File: config.mk
export PLATFORM = sky130hd
export DESIGN_NAME = usb_rx_pkt_ctrl_flat
export DESIGN_NICKNAME = d
export VERILOG_FILES = /design/src/rtl/usb_rx_pkt_ctrl_if.sv /design/src/rtl/usb_rx_pkt_ctrl.sv /design/src/flat_wrapper.sv
export SDC_FILE = /design/constraint.sdc
export NUM_CORES = 1
export LEC_CHECK = 0
export CORE_MARGIN = 1.5
export CORE_UTILIZATION = 44
export DETAILED_ROUTE_END_ITERATION = 8
export DONT_BUFFER_PORTS = 1
export MAX_ROUTING_LAYER = met4
export PLACE_DENSITY = 0.59
export REMOVE_ABC_BUFFERS = 1
export SLEW_MARGIN = 0
export SYNTH_ARGS = -nofsm -noshare
export SYNTH_HDL_FRONTEND = slang
export SYNTH_SLANG_ARGS = --single-unit
export TNS_END_PERCENT = 10
File: constraint.sdc
create_clock -name clk -period 4.4 [get_ports clk]
set_input_delay 0.44 -clock clk [delete_from_list [all_inputs] [get_ports clk]]
set_output_delay 0.44 -clock clk [all_outputs]
set_load 0.005 [all_outputs]
File: src/rtl/usb_rx_pkt_ctrl_if.sv
// Signal bundle between the USB RX decode path, the packet controller and the packet FIFO.
// The controller uses the master modport; the decode/FIFO side uses slave.
interface usb_rx_pkt_ctrl_if #(
    parameter int OCC_W = 7,
    parameter int CNT_W = 7
);
    logic             d_edge;
    logic             eop;
    logic             byte_received;
    logic [7:0]       rcv_data;
    logic [OCC_W-1:0] buffer_occupancy;

    logic             rx_transfer_active;
    logic             rx_error;
    logic [3:0]       rx_packet;
    logic             rx_data_ready;
    logic [7:0]       rx_packet_data;
    logic             store_rx_packet_data;
    logic             flush;
    logic [15:0]      rx_token;
    logic [CNT_W-1:0] rx_byte_count;

    modport master (
        input  d_edge, eop, byte_received, rcv_data, buffer_occupancy,
        output rx_transfer_active, rx_error, rx_packet, rx_data_ready,
               rx_packet_data, store_rx_packet_data, flush, rx_token, rx_byte_count
    );

    modport slave (
        output d_edge, eop, byte_received, rcv_data, buffer_occupancy,
        input  rx_transfer_active, rx_error, rx_packet, rx_data_ready,
               rx_packet_data, store_rx_packet_data, flush, rx_token, rx_byte_count
    );
endinterface

File: src/rtl/usb_rx_pkt_ctrl.sv
// Packet-level USB full-speed RX controller: SYNC/PID checking, token capture and
// streaming of DATA payload bytes into the packet FIFO, with oversize/full detection.
module usb_rx_pkt_ctrl #(
    parameter int BUF_DEPTH   = 64,
    parameter int MAX_PAYLOAD = 64,
    parameter int OCC_W       = $clog2(BUF_DEPTH) + 1,
    parameter int CNT_W       = $clog2(MAX_PAYLOAD + 3)
) (
    input  logic               clk,
    input  logic               n_rst,
    usb_rx_pkt_ctrl_if.master  bus
);

    localparam logic [2:0] IDLE     = 3'd0;
    localparam logic [2:0] SYNC     = 3'd1;
    localparam logic [2:0] PID      = 3'd2;
    localparam logic [2:0] TOKEN    = 3'd3;
    localparam logic [2:0] DATA     = 3'd4;
    localparam logic [2:0] WAIT_EOP = 3'd5;
    localparam logic [2:0] ERR      = 3'd6;
    localparam logic [2:0] DONE     = 3'd7;

    localparam logic [CNT_W-1:0] MAX_CNT  = CNT_W'(MAX_PAYLOAD + 2);
    localparam logic [OCC_W-1:0] FULL_OCC = OCC_W'(BUF_DEPTH);

    logic [2:0]       state_q, state_d;
    logic             tok_idx_q, tok_idx_d;
    logic             active_q, active_d;
    logic             error_q, error_d;
    logic [3:0]       packet_q, packet_d;
    logic             ready_q, ready_d;
    logic [7:0]       data_q, data_d;
    logic             store_q, store_d;
    logic             flush_q, flush_d;
    logic [15:0]      token_q, token_d;
    logic [CNT_W-1:0] count_q, count_d;

    // byte_received is always examined before eop; eop is a held level, so it is
    // still visible in the cycle after a coincident byte.
    always_comb begin
        state_d   = state_q;
        tok_idx_d = tok_idx_q;
        error_d   = error_q;
        packet_d  = packet_q;
        ready_d   = 1'b0;
        data_d    = data_q;
        store_d   = 1'b0;
        flush_d   = 1'b0;
        token_d   = token_q;
        count_d   = count_q;

        case (state_q)
            IDLE: begin
                if (bus.d_edge) begin
                    state_d = SYNC;
                    error_d = 1'b0;
                    count_d = '0;
                end
            end
            SYNC: begin
                if (bus.byte_received) begin
                    state_d = (bus.rcv_data == 8'h80) ? PID : ERR;
                end else if (bus.eop) begin
                    state_d = ERR;
                end
            end
            PID: begin
                if (bus.byte_received) begin
                    if (bus.rcv_data[7:4] != ~bus.rcv_data[3:0]) begin
                        state_d = ERR;
                    end else begin
                        packet_d = bus.rcv_data[3:0];
                        case (bus.rcv_data[3:0])
                            4'b0001, 4'b1001, 4'b1101: begin
                                state_d   = TOKEN;
                                tok_idx_d = 1'b0;
                            end
                            4'b0011, 4'b1011: begin
                                state_d = DATA;
                                flush_d = 1'b1;
                            end
                            4'b0010, 4'b1010, 4'b1110: state_d = WAIT_EOP;
                            default:                   state_d = ERR;
                        endcase
                    end
                end else if (bus.eop) begin
                    state_d = ERR;
                end
            end
            TOKEN: begin
                if (bus.byte_received) begin
                    if (!tok_idx_q) begin
                        token_d[7:0] = bus.rcv_data;
                        tok_idx_d    = 1'b1;
                    end else begin
                        token_d[15:8] = bus.rcv_data;
                        state_d       = WAIT_EOP;
                    end
                end else if (bus.eop) begin
                    state_d = ERR;
                end
            end
            DATA: begin
                if (bus.byte_received) begin
                    if (count_q == MAX_CNT || bus.buffer_occupancy == FULL_OCC) begin
                        state_d = ERR;
                    end else begin
                        store_d = 1'b1;
                        data_d  = bus.rcv_data;
                        count_d = count_q + CNT_W'(1);
                    end
                end else if (bus.eop) begin
                    state_d = (count_q < CNT_W'(2)) ? ERR : DONE;
                end
            end
            WAIT_EOP: begin
                if (bus.byte_received) begin
                    state_d = ERR;
                end else if (bus.eop) begin
                    state_d = DONE;
                end
            end
            ERR: begin
                if (bus.eop) begin
                    state_d = IDLE;
                end
            end
            DONE:    state_d = IDLE;
            default: state_d = IDLE;
        endcase

        // Status outputs are decoded from the next state so they line up with it.
        if (state_d == ERR) begin
            error_d = 1'b1;
        end
        if (state_d == DONE) begin
            ready_d = 1'b1;
        end
        active_d = (state_d != IDLE) && (state_d != DONE);
    end

    always_ff @(posedge clk or negedge n_rst) begin
        if (!n_rst) begin
            state_q   <= IDLE;
            tok_idx_q <= 1'b0;
            active_q  <= 1'b0;
            error_q   <= 1'b0;
            packet_q  <= 4'h0;
            ready_q   <= 1'b0;
            data_q    <= 8'h00;
            store_q   <= 1'b0;
            flush_q   <= 1'b0;
            token_q   <= 16'h0000;
            count_q   <= '0;
        end else begin
            state_q   <= state_d;
            tok_idx_q <= tok_idx_d;
            active_q  <= active_d;
            error_q   <= error_d;
            packet_q  <= packet_d;
            ready_q   <= ready_d;
            data_q    <= data_d;
            store_q   <= store_d;
            flush_q   <= flush_d;
            token_q   <= token_d;
            count_q   <= count_d;
        end
    end

    assign bus.rx_transfer_active   = active_q;
    assign bus.rx_error             = error_q;
    assign bus.rx_packet            = packet_q;
    assign bus.rx_data_ready        = ready_q;
    assign bus.rx_packet_data       = data_q;
    assign bus.store_rx_packet_data = store_q;
    assign bus.flush                = flush_q;
    assign bus.rx_token             = token_q;
    assign bus.rx_byte_count        = count_q;

endmodule

File: src/flat_wrapper.sv
// flat-port wrapper written by rule: the top's interface ports become plain ports
module usb_rx_pkt_ctrl_flat 
#(
    parameter int BUF_DEPTH   = 64,
    parameter int MAX_PAYLOAD = 64,
    parameter int OCC_W       = $clog2(BUF_DEPTH) + 1,
    parameter int CNT_W       = $clog2(MAX_PAYLOAD + 3)
)
  (clk, n_rst, bus_d_edge, bus_eop, bus_byte_received, bus_rcv_data, bus_buffer_occupancy, bus_rx_transfer_active, bus_rx_error, bus_rx_packet, bus_rx_data_ready, bus_rx_packet_data, bus_store_rx_packet_data, bus_flush, bus_rx_token, bus_rx_byte_count);
  usb_rx_pkt_ctrl_if #(.OCC_W(OCC_W), .CNT_W(CNT_W)) bus_i ();
  input  logic clk;
  input  logic n_rst;
  input wire logic [$bits(bus_i.d_edge)-1:0] bus_d_edge;
  input wire logic [$bits(bus_i.eop)-1:0] bus_eop;
  input wire logic [$bits(bus_i.byte_received)-1:0] bus_byte_received;
  input wire logic [$bits(bus_i.rcv_data)-1:0] bus_rcv_data;
  input wire logic [$bits(bus_i.buffer_occupancy)-1:0] bus_buffer_occupancy;
  output wire logic [$bits(bus_i.rx_transfer_active)-1:0] bus_rx_transfer_active;
  output wire logic [$bits(bus_i.rx_error)-1:0] bus_rx_error;
  output wire logic [$bits(bus_i.rx_packet)-1:0] bus_rx_packet;
  output wire logic [$bits(bus_i.rx_data_ready)-1:0] bus_rx_data_ready;
  output wire logic [$bits(bus_i.rx_packet_data)-1:0] bus_rx_packet_data;
  output wire logic [$bits(bus_i.store_rx_packet_data)-1:0] bus_store_rx_packet_data;
  output wire logic [$bits(bus_i.flush)-1:0] bus_flush;
  output wire logic [$bits(bus_i.rx_token)-1:0] bus_rx_token;
  output wire logic [$bits(bus_i.rx_byte_count)-1:0] bus_rx_byte_count;
  assign bus_i.d_edge = bus_d_edge;
  assign bus_i.eop = bus_eop;
  assign bus_i.byte_received = bus_byte_received;
  assign bus_i.rcv_data = bus_rcv_data;
  assign bus_i.buffer_occupancy = bus_buffer_occupancy;
  assign bus_rx_transfer_active = bus_i.rx_transfer_active;
  assign bus_rx_error = bus_i.rx_error;
  assign bus_rx_packet = bus_i.rx_packet;
  assign bus_rx_data_ready = bus_i.rx_data_ready;
  assign bus_rx_packet_data = bus_i.rx_packet_data;
  assign bus_store_rx_packet_data = bus_i.store_rx_packet_data;
  assign bus_flush = bus_i.flush;
  assign bus_rx_token = bus_i.rx_token;
  assign bus_rx_byte_count = bus_i.rx_byte_count;
  usb_rx_pkt_ctrl #(.BUF_DEPTH(BUF_DEPTH), .MAX_PAYLOAD(MAX_PAYLOAD), .OCC_W(OCC_W), .CNT_W(CNT_W)) u_core (.clk(clk), .n_rst(n_rst), .bus(bus_i));
endmodule
==> key figures <==
Status
  – Outcome: finished clean

Synth
  – Top post-synthesis cells by area: dfrtp_1 (50%), mux2_2 (10%), nand2_1 (6.4%)
  – Seq/Total Area, Yosys: 50.34%
  – Cell count after synthesis: 204
  – Avg Cell Area, Syn: 10.72 um2
  – Cell area after synthesis: 0.002187 mm2
  – Synth Register Bits: 44
  – Synth top cells by count: dfrtp_1 (44), nand2_1 (37), mux2_2 (20)
  – Share of the synthesized area in the top cell type: 50.34%
  – Synth Warn #: 0
  – FFs w/ async S/R, synth: 100.0%
  – Primary FF master, synth: dfrtp_1
  – Number of synthesized flops with an enable pin: 0
  – Area leader, netlist: dfrtp_1
  – Count of cell types in the netlist: 47
  – Count leader, synth: dfrtp_1

Timing
  – Max-slew violations: 0
  – # setup viols final: 0
  – Tmin final: 2.054 ns
  – Worst-Margin Slew: 0.4587 ns
  – Final WS setup: 2.346 ns
  – Final worst path period share: 46.68%
  – Setup_tns: 0 ns
  – Clock skew: 0.006279 ns
  – RSZ-0062 raised after global routing: false
  – Slew Limit Headroom: 69.39%
  – Min Hold Slack: 0.2191 ns
  – Hold Fails Final Rpt: 0
  – Max frequency: 486.9 MHz

Floorplanning
  – Rows: 25
  – DIE AREA: 0.005403 mm2
  – Io pins: 60
  – Core area: 0.004755 mm2
  – Die width: 73.51 um
  – Die height: 73.51 um
  – Starting Density: 46.00%

Drt
  – First-pass detailed-route iteration total: 4
  – Via/cell ratio: 5.719
  – Residual DRC: 0
  – ANT nets after route: 0
  – Initial DRC Count: 87
  – DR WL/cell: 17.36 um
  – Vias: 1,527
  – Routed WL: 4636 um

Finish
  – Finished Layout Cells: 267
  – Sequential Area: 0.001101 mm2
  – Area of the multi-input gates: 997.2 um2
  – Final instance area: 0.002341 mm2
  – P&R area growth vs syn: 7.037%
  – Net total in the final layout: 223
  – Antenna diode count: 0
  – Util after Layout: 49.24%
  – Fillers: 481
  – Share of post-route cells with drive strength above 1: 19.00%

Worst setup path
  – Crit end category: flop
  – Crit path arrival time: 2.22 ns
  – Startpoint Class: flop
  – Worst Path Max Fanout: 19
  – Crit Path Class: flop to flop
  – CP Data Required Time: 4.56 ns

CTS
  – CTS H-Tree Depth: 2
  – Cts bufs inserted: 5
  – Setup Fix Bufs, Post-CTS: 0
  – Clk slew on worst S/H paths: 0.08 ns
  – CTS tree: done
  – Clock Latency Late Sink: 0.29 ns
  – Post-CTS resize count: 0
  – Bufs on Longest Clock Path: 2
  – Clock tree sinks: 44
  – CTS root buf: clkbuf_8
  – CTS Hold Bufs: 2

Global route
  – Met1 Track Usage GR: 22.25%
  – Number of global-route vias before repair: 1,543
  – Most used routing layer: met2
  – GRT Overall Usage: 19.18%
  – Largest net degree at the start of global routing: 45
  – Initial antenna violation count: 0
  – Grt met2 use: 30.63%
  – Total gr overflow: 0
  – First-pass GRT wire length: 7521 um
  – Grt met3 use: 7.133%

Flow run
  – Max_cap viols: 0

Placed design
  – Dpl cell area: 0.002205 mm2
  – Pre-CTS WS: 2.361 ns
  – IO Port Bufs: 0
  – Gpl congestion: 0.8858
  – Post-DP HPWL: 3364 um
  – Cells after DPL: 259

Hold path
  – Hold Crit Class: input pin to flop

Pwr
  – Power Dens Cells: 602.0 mW/mm2
  – Maximum vdd drop: 347.6 uV
  – Overall power: 1.409 mW
  – Lkg Pwr: 1.093 nW
-- per-layer routing --
layer  wire (um)  vias to the layer above  share of wire (%)
met4          72                        0                1.6
met3         384                        8                8.3
met5           0                        -                  0
met1        1858                      750                 40
met2        2320                       59                 50
li1            -                      710                  -
-- logic make-up after synthesis --
| logic type | count (synthesis) | share of synthesized area, % |
|---|---|---|
| simple gates | 86 | 22.20 |
| buf+inv | 18 | 4.062 |
| mux | 23 | 11.67 |
| compound gates | 26 | 8.582 |
| xor+xnor | 5 | 2.003 |
| fa+ha+maj | 2 | 1.144 |
| flops | 44 | 50.34 |
-- sequential cells by signal, summed over array words and instances, names as in the netlist --
signal / flops
u_core.bus.flush: 1
u_core.bus.rx_byte_count: 7
u_core.bus.rx_data_ready: 1
u_core.bus.rx_error: 1
u_core.bus.rx_packet: 4
u_core.bus.rx_packet_data: 8
u_core.bus.rx_token: 16
u_core.bus.rx_transfer_active: 1
u_core.bus.store_rx_packet_data: 1
u_core.state_q: 3
u_core.tok_idx_q: 1
-- path summary, 6_finish.rpt --
check                                                   from                           end  slack [ns]  cells after the start
max in group asynchronous                              n_rst             u_core.state_q[2]        3.52                      2
worst min-delay path                         bus_rcv_data[2]              u_core.bus.flush        0.22                      1
min in group asynchronous                              n_rst   u_core.bus.rx_byte_count[5]        0.66                      2
worst max register to register   u_core.bus.rx_byte_count[0]   u_core.bus.rx_byte_count[3]        2.35                      7
worst min register to register  u_core.bus.rx_packet_data[1]  u_core.bus.rx_packet_data[1]        0.51                      2
worst max-delay path             u_core.bus.rx_byte_count[0]   u_core.bus.rx_byte_count[3]        2.35                      7
-- where the power goes --
group	leakage (nW)	switching (mW)	internal [mW]
Clock	0.0501	0.123	0.163
Sequential	0.572	0.165	0.554
Combinational	0.471	0.194	0.211
Total	1.09	0.481	0.928
-- final cells by class --
cell class,instances,area share [%]
clock buffer,5,2.940
inverter,6,0.9621
multi-input combinational,142,42.60
timing repair buffer,2,1.603
clock inverter,1,1.283
sequential,44,47.03
tap,67,3.581
-- layout by cell type, fill, tap and decap left out, types with 2 or more instances in the layout --
| master | count |
|---|---|
| dfrtp_1 | 44 |
| mux2_2 | 20 |
| or3_1 | 5 |
| nor3b_1 | 3 |
| nor2_1 | 3 |
| a22o_1 | 2 |
| nand3_1 | 4 |
| nor3_1 | 5 |
| xor2_1 | 3 |
| and2_1 | 2 |
| nor2b_1 | 3 |
| inv_1 | 6 |
| a21oi_1 | 6 |
| clkbuf_8 | 5 |
| ha_1 | 2 |
| xnor2_1 | 2 |
| nor4b_1 | 2 |
| mux2i_1 | 3 |
| and3_1 | 3 |
| or2_2 | 3 |
| nand2_1 | 37 |
| o21ai_0 | 7 |
| nand2b_1 | 4 |
| nand4_1 | 4 |
-- worst max-delay path, cell delays in order (launching register included) --
cell	delay (ns)
dfrtp_1	0.48
inv_1	0.08
ha_1	0.19
nand3_1	0.11
nand4_2	0.37
inv_1	0.40
nand4_1	0.15
mux2i_1	0.14
No activity file was read; power rests on OpenSTA's default activity.
==> RTL change, RTL diff (same settings) <==
`BUF_DEPTH` is set to 64 in 2 places; all go to 128.
--- a/src/rtl/usb_rx_pkt_ctrl.sv
+++ b/src/rtl/usb_rx_pkt_ctrl.sv
@@ -1,7 +1,7 @@
 // Packet-level USB full-speed RX controller: SYNC/PID checking, token capture and
 // streaming of DATA payload bytes into the packet FIFO, with oversize/full detection.
 module usb_rx_pkt_ctrl #(
-    parameter int BUF_DEPTH   = 64,
+    parameter int BUF_DEPTH   = 128,
     parameter int MAX_PAYLOAD = 64,
     parameter int OCC_W       = $clog2(BUF_DEPTH) + 1,
     parameter int CNT_W       = $clog2(MAX_PAYLOAD + 3)
--- a/src/flat_wrapper.sv
+++ b/src/flat_wrapper.sv
@@ -1,7 +1,7 @@
 // flat-port wrapper written by rule: the top's interface ports become plain ports
 module usb_rx_pkt_ctrl_flat 
 #(
-    parameter int BUF_DEPTH   = 64,
+    parameter int BUF_DEPTH   = 128,
     parameter int MAX_PAYLOAD = 64,
     parameter int OCC_W       = $clog2(BUF_DEPTH) + 1,
     parameter int CNT_W       = $clog2(MAX_PAYLOAD + 3)
Ports: changed (resized bus_buffer_occupancy); port bits go from 60 to 61. No check against the original RTL was run, so the function may have changed too.
==> RTL change against the unedited design <==
  * Design area down 2.9%
  * Critical path type unchanged
  * Clock power down 8.4%
  * Largest power group unchanged
  * Largest cell class unchanged
  * Combinational power down 21%
  * Fmax up 1.0%
  * Routed wire length down 6.5%
  * Highest routed layer unchanged
  * Total power down 11%
  * Non-clock buffer count unchanged
  * Synthesized area down 2.5%
  * Sequential cell count unchanged
  * Setup slack better by 0.021 ns
  * Cell count down 6.7%
  * Critical path depth up 1
==> RTL change: results <==
[synthesis]
synth_area_leaders = dfrtp_1 52%, mux2_2 9.0%, nand2_1 5.8%
synthAdderAreaFrac_pct = 1.17
synth_seq_area_share_pct = 51.6

[route]
wl_per_cell_um = 17.4
wl_met1_mm = 1.94
route.met3.wl_um = 318
met2_length_mm = 2.02

[worst_setup_path]
ff2ff_setup_slack_ns = 2.37
crit_fanout = 15
worstRegToRegCells = 8

[cells_and_area]
multi_input_area_um2 = 955
fillers = 434
drive_above_1_share_pct = 18.5

[power]
p_int_mw = 0.816
ir_drop_mv = 0.292
comb-power_mw = 0.318

[placement]
dpl.hpwl_mm = 3.11
dp.cells = 239

[sta]
skew_ns = 0.00534
hold_slack_ns = 0.261

[global_routing]
grtUsageMet1_pct = 24.4
grt_use_total_pct = 18.4
grt_pass1_wl_mm = 7.17

[outcome]
status = finished clean

[min_path]
holdPathStages = 2
==> RTL change: worst max-delay path: stages (launching register included) <==
cell and delay [ns]:
dfrtp_1 0.45, inv_1 0.07, ha_1 0.18, and2_1 0.14, a221o_1 0.51, nor2_1 0.25, nand3_1 0.13, xor2_1 0.15
nor2_1 0.05
==> RTL change: cell type report <==
type,count,area share [%]
clock inverters,2,0.660
inverters,6,0.991
well taps,54,2.97
clock buffers,6,3.63
flip-flops and latches,44,48.4
repair buffers,2,1.32
multi-input cells,135,42.0
==> RTL change: how the worst max path moves through the flow <==
stage | depth (start not counted) | end | slack (ns)
after floorplan | 8 | u_core.bus.rx_byte_count[2] | 2.55
after global placement | 8 | u_core.bus.rx_byte_count[6] | 2.43
after detailed placement | 8 | u_core.bus.rx_byte_count[5] | 2.36
after CTS | 8 | u_core.bus.rx_byte_count[5] | 2.35
after global routing | 8 | u_core.bus.rx_byte_count[5] | 2.18
final | 8 | u_core.bus.rx_byte_count[5] | 2.37
